[config.mk]
export PLATFORM = sky130hd
export DESIGN_NAME = tone_sample_streamer
export DESIGN_NICKNAME = d
export VERILOG_FILES = /design/src/rtl/tone_sample_streamer.sv
export SDC_FILE = /design/constraint.sdc
export NUM_CORES = 1
export LEC_CHECK = 0
export ABC_AREA = 1
export BUFFER_PORTS_ARGS = -buffer_cell sky130_fd_sc_hd__buf_2
export CORE_UTILIZATION = 34
export CTS_BUF_LIST = sky130_fd_sc_hd__clkbuf_8 sky130_fd_sc_hd__clkbuf_16
export CTS_CLUSTER_DIAMETER = 150
export DETAILED_ROUTE_END_ITERATION = 16
export PLACE_DENSITY = 0.61
export SYNTH_ARGS = -nofsm -noshare
export SYNTH_HDL_FRONTEND = slang
export SYNTH_SLANG_ARGS = --single-unit
export TNS_END_PERCENT = 30
[constraint.sdc]
create_clock -name clk -period 4.4 [get_ports clk]
set_input_delay 0.66 -clock clk [delete_from_list [all_inputs] [get_ports clk]]
set_output_delay 0.66 -clock clk [all_outputs]
set_load 0.1 [all_outputs]
[src/rtl/tone_sample_streamer.sv]
// Paces an 8-bit sine oscillator at the audio sample rate, applies a click-free gate envelope to
// each captured sample and writes the widened result to both channels of the codec FIFO.
module tone_sample_streamer #(
  parameter int unsigned CLK_HZ    = 50_000_000,
  parameter int unsigned SAMPLE_HZ = 48_000,
  parameter int unsigned OUT_W     = 32
) (
  input  logic                    clk,
  input  logic                    reset,
  input  logic                    gate,
  input  logic signed [7:0]       sine,
  output logic                    osc_en,
  input  logic                    audio_out_allowed,
  output logic                    write_audio_out,
  output logic signed [OUT_W-1:0] left_channel_audio_out,
  output logic signed [OUT_W-1:0] right_channel_audio_out,
  output logic [7:0]              env,
  output logic [7:0]              drop_cnt
);

  localparam int unsigned DIV   = CLK_HZ / SAMPLE_HZ;
  localparam int unsigned CNT_W = (DIV > 1) ? $clog2(DIV) : 1;

  typedef enum logic [2:0] {
    S_IDLE,
    S_ADVANCE,
    S_LATCH,
    S_SCALE,
    S_SEND
  } state_e;

  state_e                  state_q, state_d;
  logic [CNT_W-1:0]        cnt_q, cnt_d;
  logic                    osc_en_q, osc_en_d;
  logic signed [7:0]       sine_q, sine_d;
  logic [7:0]              env_q, env_d;
  logic [7:0]              drop_q, drop_d;
  logic [OUT_W-1:0]        out_q, out_d;
  logic                    tick;
  logic signed [15:0]      prod;

  // Tick counter free-runs independently of the FSM.
  always_comb begin
    tick  = (cnt_q == CNT_W'(DIV - 1));
    cnt_d = tick ? '0 : cnt_q + CNT_W'(1);
  end

  // Result always fits 16 bits: [-32640, 32385].
  assign prod = 16'(sine_q) * 16'($signed({1'b0, env_q}));

  always_comb begin
    state_d         = state_q;
    osc_en_d        = 1'b0;
    sine_d          = sine_q;
    env_d           = env_q;
    drop_d          = drop_q;
    out_d           = out_q;
    write_audio_out = 1'b0;

    if (tick && (state_q != S_IDLE) && (drop_q != 8'hFF)) begin
      drop_d = drop_q + 8'd1;
    end

    case (state_q)
      S_IDLE: begin
        if (tick) begin
          state_d  = S_ADVANCE;
          osc_en_d = 1'b1;
        end
      end
      S_ADVANCE: begin
        state_d = S_LATCH;
      end
      S_LATCH: begin
        sine_d = sine;
        if (gate && (env_q != 8'hFF)) begin
          env_d = env_q + 8'd1;
        end else if (!gate && (env_q != 8'h00)) begin
          env_d = env_q - 8'd1;
        end
        state_d = S_SCALE;
      end
      S_SCALE: begin
        out_d                = '0;
        out_d[OUT_W-1 -: 16] = prod;
        state_d              = S_SEND;
      end
      S_SEND: begin
        write_audio_out = audio_out_allowed;
        if (audio_out_allowed) begin
          state_d = S_IDLE;
        end
      end
      default: begin
        state_d = S_IDLE;
      end
    endcase
  end

  always_ff @(posedge clk or negedge reset) begin
    if (!reset) begin
      state_q  <= S_IDLE;
      cnt_q    <= '0;
      osc_en_q <= 1'b0;
      sine_q   <= '0;
      env_q    <= '0;
      drop_q   <= '0;
      out_q    <= '0;
    end else begin
      state_q  <= state_d;
      cnt_q    <= cnt_d;
      osc_en_q <= osc_en_d;
      sine_q   <= sine_d;
      env_q    <= env_d;
      drop_q   <= drop_d;
      out_q    <= out_d;
    end
  end

  assign osc_en                  = osc_en_q;
  assign env                     = env_q;
  assign drop_cnt                = drop_q;
  assign left_channel_audio_out  = out_q;
  assign right_channel_audio_out = out_q;

endmodule

### Word level (Yosys, flattened, before mapping)

Index checks and enable logic that the tools add are counted.

* memories kept: 0
* flip-flop bits (word level): 55
* bits in latches: 0
* input bits: 12
* word-level logic and storage cells: 41
* bits in read-only memories: 0
* output and inout bits: 82
* RAM bits: 0

* reductions and logical operators: 11
* divide/modulo/power cells: 0
* muxes and demuxes: 9
* $add $sub $neg: 4
* bitwise operators: 0
* $lt $le $gt $ge: 0
* multipliers: 1
* shift-type cells: 0
* equal/unequal tests: 9

Operators by type and width (number)
* adder 8 x 1 -> 8 bit, second input constant: 2
* multiplier 8 x 9 -> 16 bit: 1
* two-way mux 8 bit: 2
* inequality test 8 bit, second input constant: 2
* one-hot mux 3 bit (5 select lines): 1
* adder 11 x 1 -> 11 bit, second input constant: 1
* equality test 11 bit, second input constant: 1
* two-way mux 11 bit: 1
* nonzero test 8 bit: 1
* subtractor 8 x 1 -> 8 bit, second input constant: 1
* equality test 3 x 2 -> 1 bit, second input constant: 2
* two-way mux 3 bit: 2
* logical AND 1 bit: 4
* inequality test 2 bit, second input constant: 2
* AND reduction 2 bit: 2
* equality test 3 x 1 -> 1 bit, second input constant: 1
* equality test 3 bit, second input constant: 1
* zero test 3 bit: 1
* two-way mux 1 bit: 3
* nonzero test 3 bit: 1
* nonzero test 2 bit: 1
* zero test 1 bit: 1

### Logic depth before layout (Yosys ltp)

* word-level depth: 4
* mapped depth: 21
* gate-level depth less buffers: 20

### Worst setup path after synthesis

No wires, ideal clock.

* kind: reg2reg
* start: register env_q[1], in the netlist env[1]
* end: register out_q[31], in the netlist left_channel_audio_out[31]
* arrival time: 4.390 ns
* path buffers: 1
* slack: -0.110 ns
* stages on the path, launching flop included: 18
* period minus slack after synthesis: 4.510 ns
* setup time: 0.120 ns
* cells stage by stage: dfrtp_1 buf_2 nand2_1 fa_1 fa_1 inv_1 fa_1 inv_1 fa_1 inv_1 ha_1 nand2_1 nor2_1 nand3_1 nand3_1 nand2_1 nand3_1 nand2_1

* cells in the longest elaborated chain, start to end: 1

Ends and longest elaborated chain
* from (decl): RTL line 36 `logic [7:0] env_q, env_d;`
* from (signal assigned): RTL line 114 `env_q <= env_d;`
* multiplier 8 x 9 -> 16 bit: RTL line 49 `assign prod = 16'(sine_q) * 16'($signed({1'b0, env_q}));`
* to (signal assigned): RTL line 116 `out_q <= out_d;`
* to (decl): RTL line 38 `logic [OUT_W-1:0] out_q, out_d;`

Every way passes these cells.
A chain may end at the register's enable or synchronous reset.

### Worst setup path after layout

* start: register env_q[1], in the netlist env[1]
* end: register out_q[27], in the netlist left_channel_audio_out[27]

Same word-level chain as after synthesis.

==> metrics.md <==
| Metric | Value |
|---|---|
| Status | finished clean |
| Setup TNS | 0 ns |
| First-pass DRT Iterations | 5 |
| Most frequent cell on the critical path | nand2_1 |
| Placed cell area | 5853 um^2 |
| GRT Overall Usage | 14.88% |
| Largest net degree at the start of global routing | 36 |
| Worst Reg-to-Reg Cells | 15 |
| Share of post-route cells with drive strength above 1 | 13.51% |
| Initial antenna violation count | 0 |
| Synth top area share | 24.86% |
| Crit-path max FO | 13 |
| Post-synthesis sequential area ratio | 24.86% |
| Slowest stage cell on the critical path | fa_1 |
| Cts bufs inserted | 5 |
| Arr. time, crit path | 4.31 ns |
| Fmax | 0.2454 GHz |
| Mean Syn Cell Area | 7.392 um^2 |
| Critical Path Sink Type | flip-flop |
| Synth warnings | 0 |
| CTS H-tree lvls | 2 |
| Synth area leader | dfrtp_1 |
| Antenna Nets Post-Route | 0 |
| Max Slew Vio Count | 0 |
| Post-detail-place hpwl | 9049 um |
| Final Hold Fails | 0 |
| Hold Crit Class | in2async |
| Iteration-0 DRC Markers | 138 |
| Critical path class | reg2reg |
| Critical path, cell by cell | nor2_1, fa_1, fa_1, fa_1, inv_1, fa_1, inv_1, ha_1, nand2_1, nor2_1, nand2_1, nand2_1, xor2_1, nand2_1, nand2_1 |
| Syn-to-layout area delta | 8.633% |
| Top cells by area, synth | dfrtp_1 25%, nand2_1 16%, fa_1 14% |
| Slew @ Worst Pin | 0.6147 ns |
| RSZ-0062 raised after global routing | false |
| PnR worst setup slack | 0.3258 ns |
| Sinks on Clock Net | 55 |
| Die Y | 129.6 um |
| Routed WL | 11160 um |
| I/O pin count | 94 |
| # setup viols final | 0 |
| Synthesized area | 5537 um^2 |
| Worst hold slack | 0.3154 ns |
| Overflow after GRT | 0 |
| Initial Utilization | 34.85% |
| Std-Cell Rows | 46 |
| CTS tree | yes |
| Vias in the first global route | 4166 |
| Worst clock skew | 0.01268 ns |
| Port-buffer cells | 61 |
| Relative slew slack | 58.97% |
| Fin crit share | 92.59% |
| Final Instance Area | 6015 um^2 |
| Clock root buffer | clkbuf_16 |
| Max Cap Viol | 0 |
| Synthesized flop and latch total | 55 |
| Antenna Cells | 0 |
| Final GP Congestion | 0.8631 |
| Cells after Synth | 749 |
| WL/cell | 11.07 um |
| Die width | 129.6 um |
| Final nets | 890 |
| Critical path's largest stage delay | 0.56 ns |
| Clk buf depth | 2 |
| Core area | 15890 um^2 |
| Register clock-pin slew on the reported worst setup and hold paths | 0.08 ns |
| DIE AREA | 16800 um^2 |
| Vias per cell | 4.222 |
| Type of origin of the critical path | flip-flop |
| Worst Path Required | 4.64 ns |
| Worst-Skew Late Latency | 0.31 ns |
| Crit path time final | 4.074 ns |
| Place WS | 0.3249 ns |
| Detailed-route DRC error count | 0 |
| Vias | 4256 |
| First-pass GRT wire length | 19600 um |
| Unique cell type count in the Yosys netlist | 30 |
## sequential cells by signal, summed over array words and instances, names as in the netlist
name / flops
cnt_q: 11
drop_cnt: 8
env: 8
left_channel_audio_out: 16
osc_en: 1
sine_q: 8
state_q: 3
## metrics by stage
| step | util [%] | cells |
|---|---|---|
| 6_report | 37.86 | 1008 |
| 3_5_place_dp | 36.85 | 998 |
| 5_1_grt | 37.86 | 1008 |
| 3_3_place_gp | 36.85 | 998 |
| 4_1_cts | 37.77 | 1006 |
| 2_1_floorplan | - | 780 |
## worst max-delay path: cells and delay by family (launching register included)
family / cells / cell delay (ns)
xor+xnor: 1 / 0.18
flops: 1 / 0.52
fa+ha+maj: 5 / 2.46
buf+inv: 2 / 0.10
simple gates: 7 / 0.75
## layer usage
| metal | GRT usage, % | part of all wire (%) | vias up |
|---|---|---|---|
| met4 | 3.488 | 0.99 | 0 |
| met1 | 20.74 | 50 | 1927 |
| met3 | 2.931 | 5.9 | 9 |
| met2 | 23.72 | 43 | 100 |
| li1 | - | - | 2220 |
| met5 | 0 | 0 | - |
## cells in the final DEF (no fill, tap or decap), drive strengths merged
cell / instances
clkinv: 4
o21ai: 20
nand2: 234
a21oi: 7
or2: 3
clkbuf: 5
xor2: 16
fa: 38
dfrtp: 55
conb: 32
nand3: 33
nor3: 4
nand3b: 1
nor4: 2
inv: 157
nor3b: 2
nor2: 41
buf: 73
xnor2: 7
nand4: 9
ha: 49
## logic make-up after synthesis
family                     count (synthesis)  share of synthesized area, %
buffers and inverters                    227                         19.03
DFF                                       55                         24.86
xor gates and xnor gates                  23                         3.638
other                                      1                       0.06773
AOI/OAI and AO/OA                         27                         2.915
and+or+nand+nor                          329                         24.68
adders and majority gates                 87                         24.81
## path summary, 6_finish.rpt
check / endpoint / slack [ns] / from
max: left_channel_audio_out[27]$_DFFE_PN0P_ / 0.33 / env[1]$_DFFE_PN0P_
min: drop_cnt[1]$_DFFE_PN0P_ / 0.32 / reset
max reg2reg: left_channel_audio_out[27]$_DFFE_PN0P_ / 0.33 / env[1]$_DFFE_PN0P_
min reg2reg: left_channel_audio_out[18]$_DFFE_PN0P_ / 0.50 / left_channel_audio_out[18]$_DFFE_PN0P_
max in group asynchronous: env[1]$_DFFE_PN0P_ / 3.22 / reset
min in group clk: left_channel_audio_out[18]$_DFFE_PN0P_ / 0.50 / left_channel_audio_out[18]$_DFFE_PN0P_
## cell usage after synthesis
library cell	number
nor2_1	41
buf_4	49
xor2_1	16
ha_1	49
o21ai_0	3
a21oi_1	7
nand3_4	1
clkbuf_1	11
buf_6	1
xnor2_1	7
buf_2	8
dfrtp_1	55
inv_1	152
nor3_2	1
o21ai_2	7
inv_2	4
nand3_2	2
nor3_1	2
nor4_1	2
nor3_4	1
nand4_1	9
nand3b_1	1
nand2_1	234
nor3b_1	2
nand3_1	30
or2_2	3
fa_1	38
o21ai_1	10
conb_1	1
clkinv_1	2
## cell type report
| class | instances | area [um^2] |
|---|---|---|
| Fill cell | 1713 | 9871 |
| Multi-Input combinational cell | 498 | 3223 |
| Sequential cell | 55 | 1386 |
| Inverter | 158 | 593.1 |
| Timing Repair Buffer | 73 | 395.4 |
| Tap cell | 216 | 270.3 |
| Clock buffer | 5 | 125.1 |
| Clock inverter | 3 | 21.27 |
## what timing repair did
action / 4_1_cts / 5_1_grt
hold buffers: 0 / 0
setup buffers: 0 / 2
gates resized for setup: 0 / 0
endpoints found under the setup margin: 0 / 6
Power is left out: the tool's default activity adds up to more than one toggle a clock period on the data nets, which glitch-free logic cannot reach.
